==> src/rtl/fetch_ctrl.sv <==
// Instruction-fetch controller: owns the PC, runs the imem req/ack handshake and holds one slot for decode.
// Optional exception entry is compiled in with FETCH_CTRL_EXC_EN.
module fetch_ctrl #(
  parameter logic [31:0] RESET_PC = 32'h0000_0000
`ifdef FETCH_CTRL_EXC_EN
  , parameter logic [31:0] EXC_VECTOR = 32'h0000_0180
`endif
) (
  input  logic        clk,
  input  logic        reset,
  output logic        imem_req,
  output logic [31:0] imem_addr,
  input  logic        imem_ack,
  input  logic [31:0] imem_rdata,
  input  logic        redirect,
  input  logic [31:0] redirect_pc,
  input  logic        stall,
  output logic        if_valid,
  output logic [31:0] if_pc,
  output logic [31:0] if_pc_plus4,
  output logic [31:0] if_instr
`ifdef FETCH_CTRL_EXC_EN
  , input  logic        exc,
  output logic [31:0] exc_epc
`endif
);

  typedef enum logic [1:0] {ST_IDLE, ST_REQ, ST_WAIT} state_t;

  state_t      state_q, state_d;
  logic [31:0] pc_q, pc_d;
  logic [31:0] addr_q, addr_d;
  logic        drop_q, drop_d;
  logic        valid_q, valid_d;
  logic [31:0] slot_pc_q, slot_pc_d;
  logic [31:0] slot_instr_q, slot_instr_d;

  logic        exc_hit;
  logic        flush;
  logic [31:0] flush_pc;

`ifdef FETCH_CTRL_EXC_EN
  logic [31:0] epc_q, epc_d;

  assign exc_hit  = exc;
  assign flush_pc = exc ? EXC_VECTOR : redirect_pc;

  always_comb begin
    epc_d = epc_q;
    if (exc) epc_d = valid_q ? slot_pc_q : pc_q;
  end

  always_ff @(posedge clk) begin
    if (reset) epc_q <= 32'h0;
    else       epc_q <= epc_d;
  end

  assign exc_epc = epc_q;
`else
  assign exc_hit  = 1'b0;
  assign flush_pc = redirect_pc;
`endif

  assign flush = exc_hit | redirect;

  always_comb begin
    state_d      = state_q;
    pc_d         = pc_q;
    addr_d       = addr_q;
    drop_d       = drop_q;
    valid_d      = valid_q;
    slot_pc_d    = slot_pc_q;
    slot_instr_d = slot_instr_q;
    imem_req     = 1'b0;

    if (valid_q && !stall) valid_d = 1'b0;

    case (state_q)
      ST_IDLE: state_d = ST_REQ;
      ST_REQ: begin
        imem_req = 1'b1;
        if (imem_ack) begin
          drop_d  = 1'b0;
          state_d = ST_REQ;
          if (!drop_q && !flush) begin
            valid_d      = 1'b1;
            slot_pc_d    = addr_q;
            slot_instr_d = imem_rdata;
            pc_d         = pc_q + 32'd4;
            state_d      = ST_WAIT;
          end
        end else if (flush) begin
          // Request must stay up on its old address; its data is thrown away on ack.
          drop_d = 1'b1;
        end
      end
      ST_WAIT: begin
        imem_req = (!valid_q || !stall) && !flush;
        if (imem_req || flush) state_d = ST_REQ;
      end
      default: state_d = ST_IDLE;
    endcase

    if (flush) begin
      pc_d    = flush_pc;
      valid_d = 1'b0;
    end

    // Latch the address only when a fresh request begins so it stays frozen until ack.
    if (state_d == ST_REQ && (state_q != ST_REQ || imem_ack)) addr_d = {pc_d[31:2], 2'b00};
  end

  always_ff @(posedge clk) begin
    if (reset) begin
      state_q      <= ST_IDLE;
      pc_q         <= RESET_PC;
      addr_q       <= {RESET_PC[31:2], 2'b00};
      drop_q       <= 1'b0;
      valid_q      <= 1'b0;
      slot_pc_q    <= 32'h0;
      slot_instr_q <= 32'h0;
    end else begin
      state_q      <= state_d;
      pc_q         <= pc_d;
      addr_q       <= addr_d;
      drop_q       <= drop_d;
      valid_q      <= valid_d;
      slot_pc_q    <= slot_pc_d;
      slot_instr_q <= slot_instr_d;
    end
  end

  assign imem_addr   = (state_q == ST_REQ) ? addr_q : {pc_q[31:2], 2'b00};
  assign if_valid    = valid_q;
  assign if_pc       = slot_pc_q;
  assign if_pc_plus4 = slot_pc_q + 32'd4;
  assign if_instr    = slot_instr_q;

endmodule

==> config.mk <==
export PLATFORM = sky130hd
export DESIGN_NAME = fetch_ctrl
export DESIGN_NICKNAME = d
export VERILOG_FILES = /design/src/rtl/fetch_ctrl.sv
export SDC_FILE = /design/constraint.sdc
export NUM_CORES = 1
export LEC_CHECK = 0
export ABC_CLOCK_PERIOD_IN_PS = 2100
export BUFFER_PORTS_ARGS = -buffer_cell sky130_fd_sc_hd__buf_2
export CORE_ASPECT_RATIO = 0.75
export CORE_MARGIN = 2
export CORE_UTILIZATION = 32
export CTS_CLUSTER_DIAMETER = 100
export DETAILED_ROUTE_END_ITERATION = 10
export SLEW_MARGIN = 5
export SYNTH_ARGS = -nofsm -noshare
export SYNTH_HDL_FRONTEND = slang
export SYNTH_SLANG_ARGS = --single-unit
==> constraint.sdc <==
create_clock -name clk -period 2.1 [get_ports clk]
set_input_delay 0.21 -clock clk [delete_from_list [all_inputs] [get_ports clk]]
set_output_delay 0.21 -clock clk [all_outputs]
set_load 0.1 [all_outputs]
======== Word level (Yosys, flattened, before mapping) ========
Cells that the tools add are included.
storage, ports and cells
  register bits ........................... 128
  input port bits ......................... 69
  word-level logic and storage cells ...... 49
cells by class
  equality and inequality tests ........... 4
  reduce and logical (&&, ||, !) cells .... 19
  $add $sub $neg .......................... 2
  multiplexer cells ....................... 16
operators by type and width
  operator                                                         count
  32-bit two-way mux                                               5
  32-bit by 3-bit adder with 32-bit output, second input constant  2
  1-bit two-way mux                                                6
  2-bit two-way mux                                                3
  2-bit one-hot mux with 3 select lines                            1
  3-bit AND reduction                                              2
  2-bit nonzero test                                               3
  2-bit by 1-bit == test with 1-bit output, second input constant  2
  1-bit logical AND                                                4
  1-bit zero test                                                  4
  1-bit logical OR                                                 3
  2-bit == test, second input constant                             1
  2-bit zero test                                                  1
  2-bit by 1-bit != test with 1-bit output, second input constant  1
  1-bit one-hot mux with 2 select lines                            1
  2-bit AND reduction                                              1
  2-bit OR reduction                                               1

======== Depth between registers and ports, before layout ========
  word-level depth ........................ 8
  depth in mapped cells ................... 9

======== Worst setup path after synthesis ========
No wires, ideal clock.
  kind .................................... register to output
  from .................................... register slot_pc_q[11] (netlist: if_pc[11])
  to ...................................... output port if_pc_plus4[29]
  arrival time ............................ 3.751 ns
  path slack .............................. -1.861 ns
  cell stages (with the launch flop) ...... 6
  data required time ...................... 1.890 ns
  cell sequence ........................... dfxtp_1 > and4_1 > nand4_1 > nor3b_1 > nand3_1 > xnor2_1
on the way
  longest elaborated chain between the ends .. 1
RTL lines
  what                                      RTL line  text
  from (decl)                               35        logic [31:0] slot_pc_q, slot_pc_d;
  from (signal assigned)                    128       slot_pc_q <= slot_pc_d;
  32-bit by 3-bit adder with 32-bit output  136       assign if_pc_plus4 = slot_pc_q + 32'd4;
  to (decl)                                 20        output logic [31:0] if_pc_plus4,
Every way passes these cells.

======== Worst setup path after layout ========
  from .................................... register slot_pc_q[12] (netlist: if_pc[12])
  to ...................................... output port if_pc_plus4[29]
Same word-level chain as after synthesis.

==> out/qor.csv <==
metric,value,unit
status,"finished, violations left",
failing checks,setup timing,
Int Pwr,4.66,mW
worst r2r dst,addr_q[5]$_SDFFE_PP0P_,
core area,18600,um2
CP startpoint kind,flop,
Synth Area in Simple Gates,25.1,%
post-synthesis mux area share,5.75,%
period utilization,110,%
Avg Inst Size Synth,8.23,um2
Post-synth EDFFs,0,
Compound-Gate Fraction of Synth Area,16.3,%
# nets final,1068,
Critical Path Sink Type,output port,
die width,163,um
DR DRC count,0,
min setup slack post-route,-0.206,ns
# fillers,1713,
Setup CP Type,flop to output port,
largest family of logic cells by synthesized area,simple AND/OR/NAND/NOR gates,
Logic pwr share,26.9,%
Max Freq,434,MHz
unrepaired setup endpoints after global routing,yes,
"FFs w/ async S/R, synth",0,%
vias in the first global route,5673,
clk buf depth,2,
Tot GR Track Use,20.1,%
GP Congestion,0.910,
first-pass GRT wire length,31.1,mm
Sw Ratio,34.6,%
Tightest Hold Check Type,input pin to flop,
ANT nets after route,0,
Hold Startpoint,imem_rdata[26],
Worst Hold End,if_instr[26]$_SDFFE_PP0P_,
Final min period,2.31,ns
PwrDens,723,nW/um2
prevailing post-synth register cell,dfxtp_1,
max_cap viols,0,
Synth Area in Adders,1.23,%
Register-to-Register Setup Slack,0.06,ns
CTS Buf Count,17,
vias after detailed routing,6359,
crit path DAT,2.10,ns
FF-to-FF Start,state_q[1]$_SDFF_PP0_,
CTS hold repair buffers,0,
layout cells sized above 1,43.9,%
pre-CTS WS,-0.00227,ns
Ys Warns,0,
max-slew violations,0,
Die ar.,20200,um2
initial DRC count,517,
Starting Density,32.8,%
Synth Register Bits,126,
"Seq/Total Area, Yosys",41.4,%
initial antenna violation count,0,
Critical Path RT,1.89,ns
CTS Sinks,126,
xor and xnor area share after synthesis,5.46,%
setup TNS,-1.63,ns
DIE HEIGHT,123,um
Crit Path Max Fanout,4,
worst reg2reg path depth,10,
Leakage,4.08,nW
Hold WS,0.0335,ns
Switch Pwr,2.47,mW
final hold violations,0,
grt ovf,0,
Ports,199,
Synth Instances,740,
clk_skew,0.00843,ns
Clock power frac,35.9,%
Root Buffer,clkbuf_16,
H-tree levels,4,
Avg Vias per Cell,5.08,
Synth cell types,59,
Rows,43,
Syn Std Cell Area,6090,um2
largest net degree at the start of global routing,55,
drt wl/cell,16.7,um
peak supply drop,0.000384,V
DRT Wirelength,20.9,mm
Final Setup Violations,13,
HPWL after detailed placement,15.3,mm
CTS tree,built,
clock-pin slew on the worst setup and hold paths,0.05,ns
Syn-to-layout area delta,61.9,%
I/O Buffers,190,
Antenna diodes,0,
clk_lat worst skew,0.41,ns
router iterations before antenna repair,5,
hold path cells,3,
sequential power share,37.2,%
==> layer usage <==
layer  vias up  part of all wire (%)  GRT usage [%]
met3        20                   7.7           4.13
li1       3123                     -              -
met2       216                    42           28.1
met1      3000                    49           30.6
met4         0                   1.4           5.81
met5         -                     0              0
==> kinds of logic after synthesis <==
| group | after synthesis |
|---|---|
| adders and majority gates | 6 |
| muxes | 32 |
| buffers and inverters | 67 |
| xor gates and xnor gates | 38 |
| and+or+nand+nor | 320 |
| DFF | 126 |
| AOI/OAI and AO/OA | 150 |
| other | 1 |
==> worst max path at each step <==
stage / from / end / slack, ns / cells after the start
2_1_floorplan: if_pc[11]$_SDFFE_PP0P_ / if_pc_plus4[29] / -0.41 / 5
3_3_place_gp: state_q[1]$_SDFF_PP0_ / addr_q[30]$_SDFFE_PP0P_ / -0.01 / 8
3_5_place_dp: state_q[1]$_SDFF_PP0_ / addr_q[30]$_SDFFE_PP0P_ / -0.002 / 8
4_1_cts: if_pc[11]$_SDFFE_PP0P_ / if_pc_plus4[25] / -0.23 / 6
5_1_grt: if_pc[11]$_SDFFE_PP0P_ / if_pc_plus4[27] / -0.30 / 8
6_report: if_pc[12]$_SDFFE_PP0P_ / if_pc_plus4[29] / -0.21 / 8
==> Yosys cell counts, drive strengths merged (6+ instances only) <==
cell	number	area (um2)
mux2i	8	80.1
ha	6	75.1
xnor2	31	272
o31ai	7	52.6
xor2	7	61.3
and2	12	75.1
nand2	155	582
dfxtp	126	2520
o2bb2ai	15	131
o21ai	15	75.1
and3	12	75.1
clkbuf	24	90.1
mux2	24	270
buf	29	144
a21oi	68	340
nor2	36	135
inv	12	45.0
nand4	19	119
nand2b	10	62.6
and4	6	52.6
nor3	8	40.0
nand3	30	150
nor4	12	75.1
==> critical path, cell delays in order, from the launching register on <==
cell and delay (ns):
dfxtp_4 0.34, and4_4 0.21, nand4_1 0.13, buf_4 0.19, nor3b_4 0.17, buf_6 0.15
nand3_2 0.12, xnor2_4 0.19, buf_12 0.19
==> cell type report <==
type / instances / area (um2) / share of cell area (%)
Multi-Input combinational cell: 552 / 4120 / 41.8
Sequential cell: 126 / 2610 / 26.5
Timing Repair Buffer: 282 / 2260 / 23.0
Clock buffer: 29 / 490 / 4.97
Tap cell: 247 / 309 / 3.13
Inverter: 14 / 52.6 / 0.533
Clock inverter: 2 / 10.0 / 0.102
==> cells in the final DEF, fill, tap and decap left out, drive strengths merged, types with 10 or more instances in the layout <==
cell type    n
and2        12
nor4        12
o21ai       15
dfxtp      126
buf        279
nor2        36
xnor2       31
nand3       30
inv         12
mux2        24
clkbuf      32
nand2b      10
a21oi       68
nand2      155
o2bb2ai     15
nand4       19
and3        12
==> through the flow <==
stage / cells / util, % / power, mW / cell area, um2
3_3_place_gp: 1195 / 47.5 / 4.48 / 8820
6_report: 1252 / 53.1 / 7.13 / 9860
5_1_grt: 1252 / 53.1 / 7.39 / 9860
4_1_cts: 1238 / 51.4 / 7.11 / 9540
3_5_place_dp: 1195 / 47.5 / 4.49 / 8820
2_1_floorplan: 745 / - / 3.98 / 6790
==> power groups by stage <==
stage / sequential (mW) / clock [mW] / combinational, mW
floorplan: 2.87 / 0 / 1.12
global placement: 2.69 / 0 / 1.79
detailed placement: 2.69 / 0 / 1.80
CTS: 2.64 / 2.62 / 1.85
global route: 2.66 / 2.72 / 2.01
finish: 2.65 / 2.56 / 1.92
==> flip-flops by register name, indices dropped and copies added (netlist names) <==
signal / count
addr_q: 30
drop_q: 1
if_instr: 32
if_pc: 30
if_valid: 1
pc_q: 30
state_q: 2
==> repair_timing <==
item,in CTS,in global routing
endpoints found under the setup margin,47,80
pin swaps,17,16
cloned,0,1
buffers inserted,12,13
gates resized for setup,37,47
(Power assumes the default switching activity.)
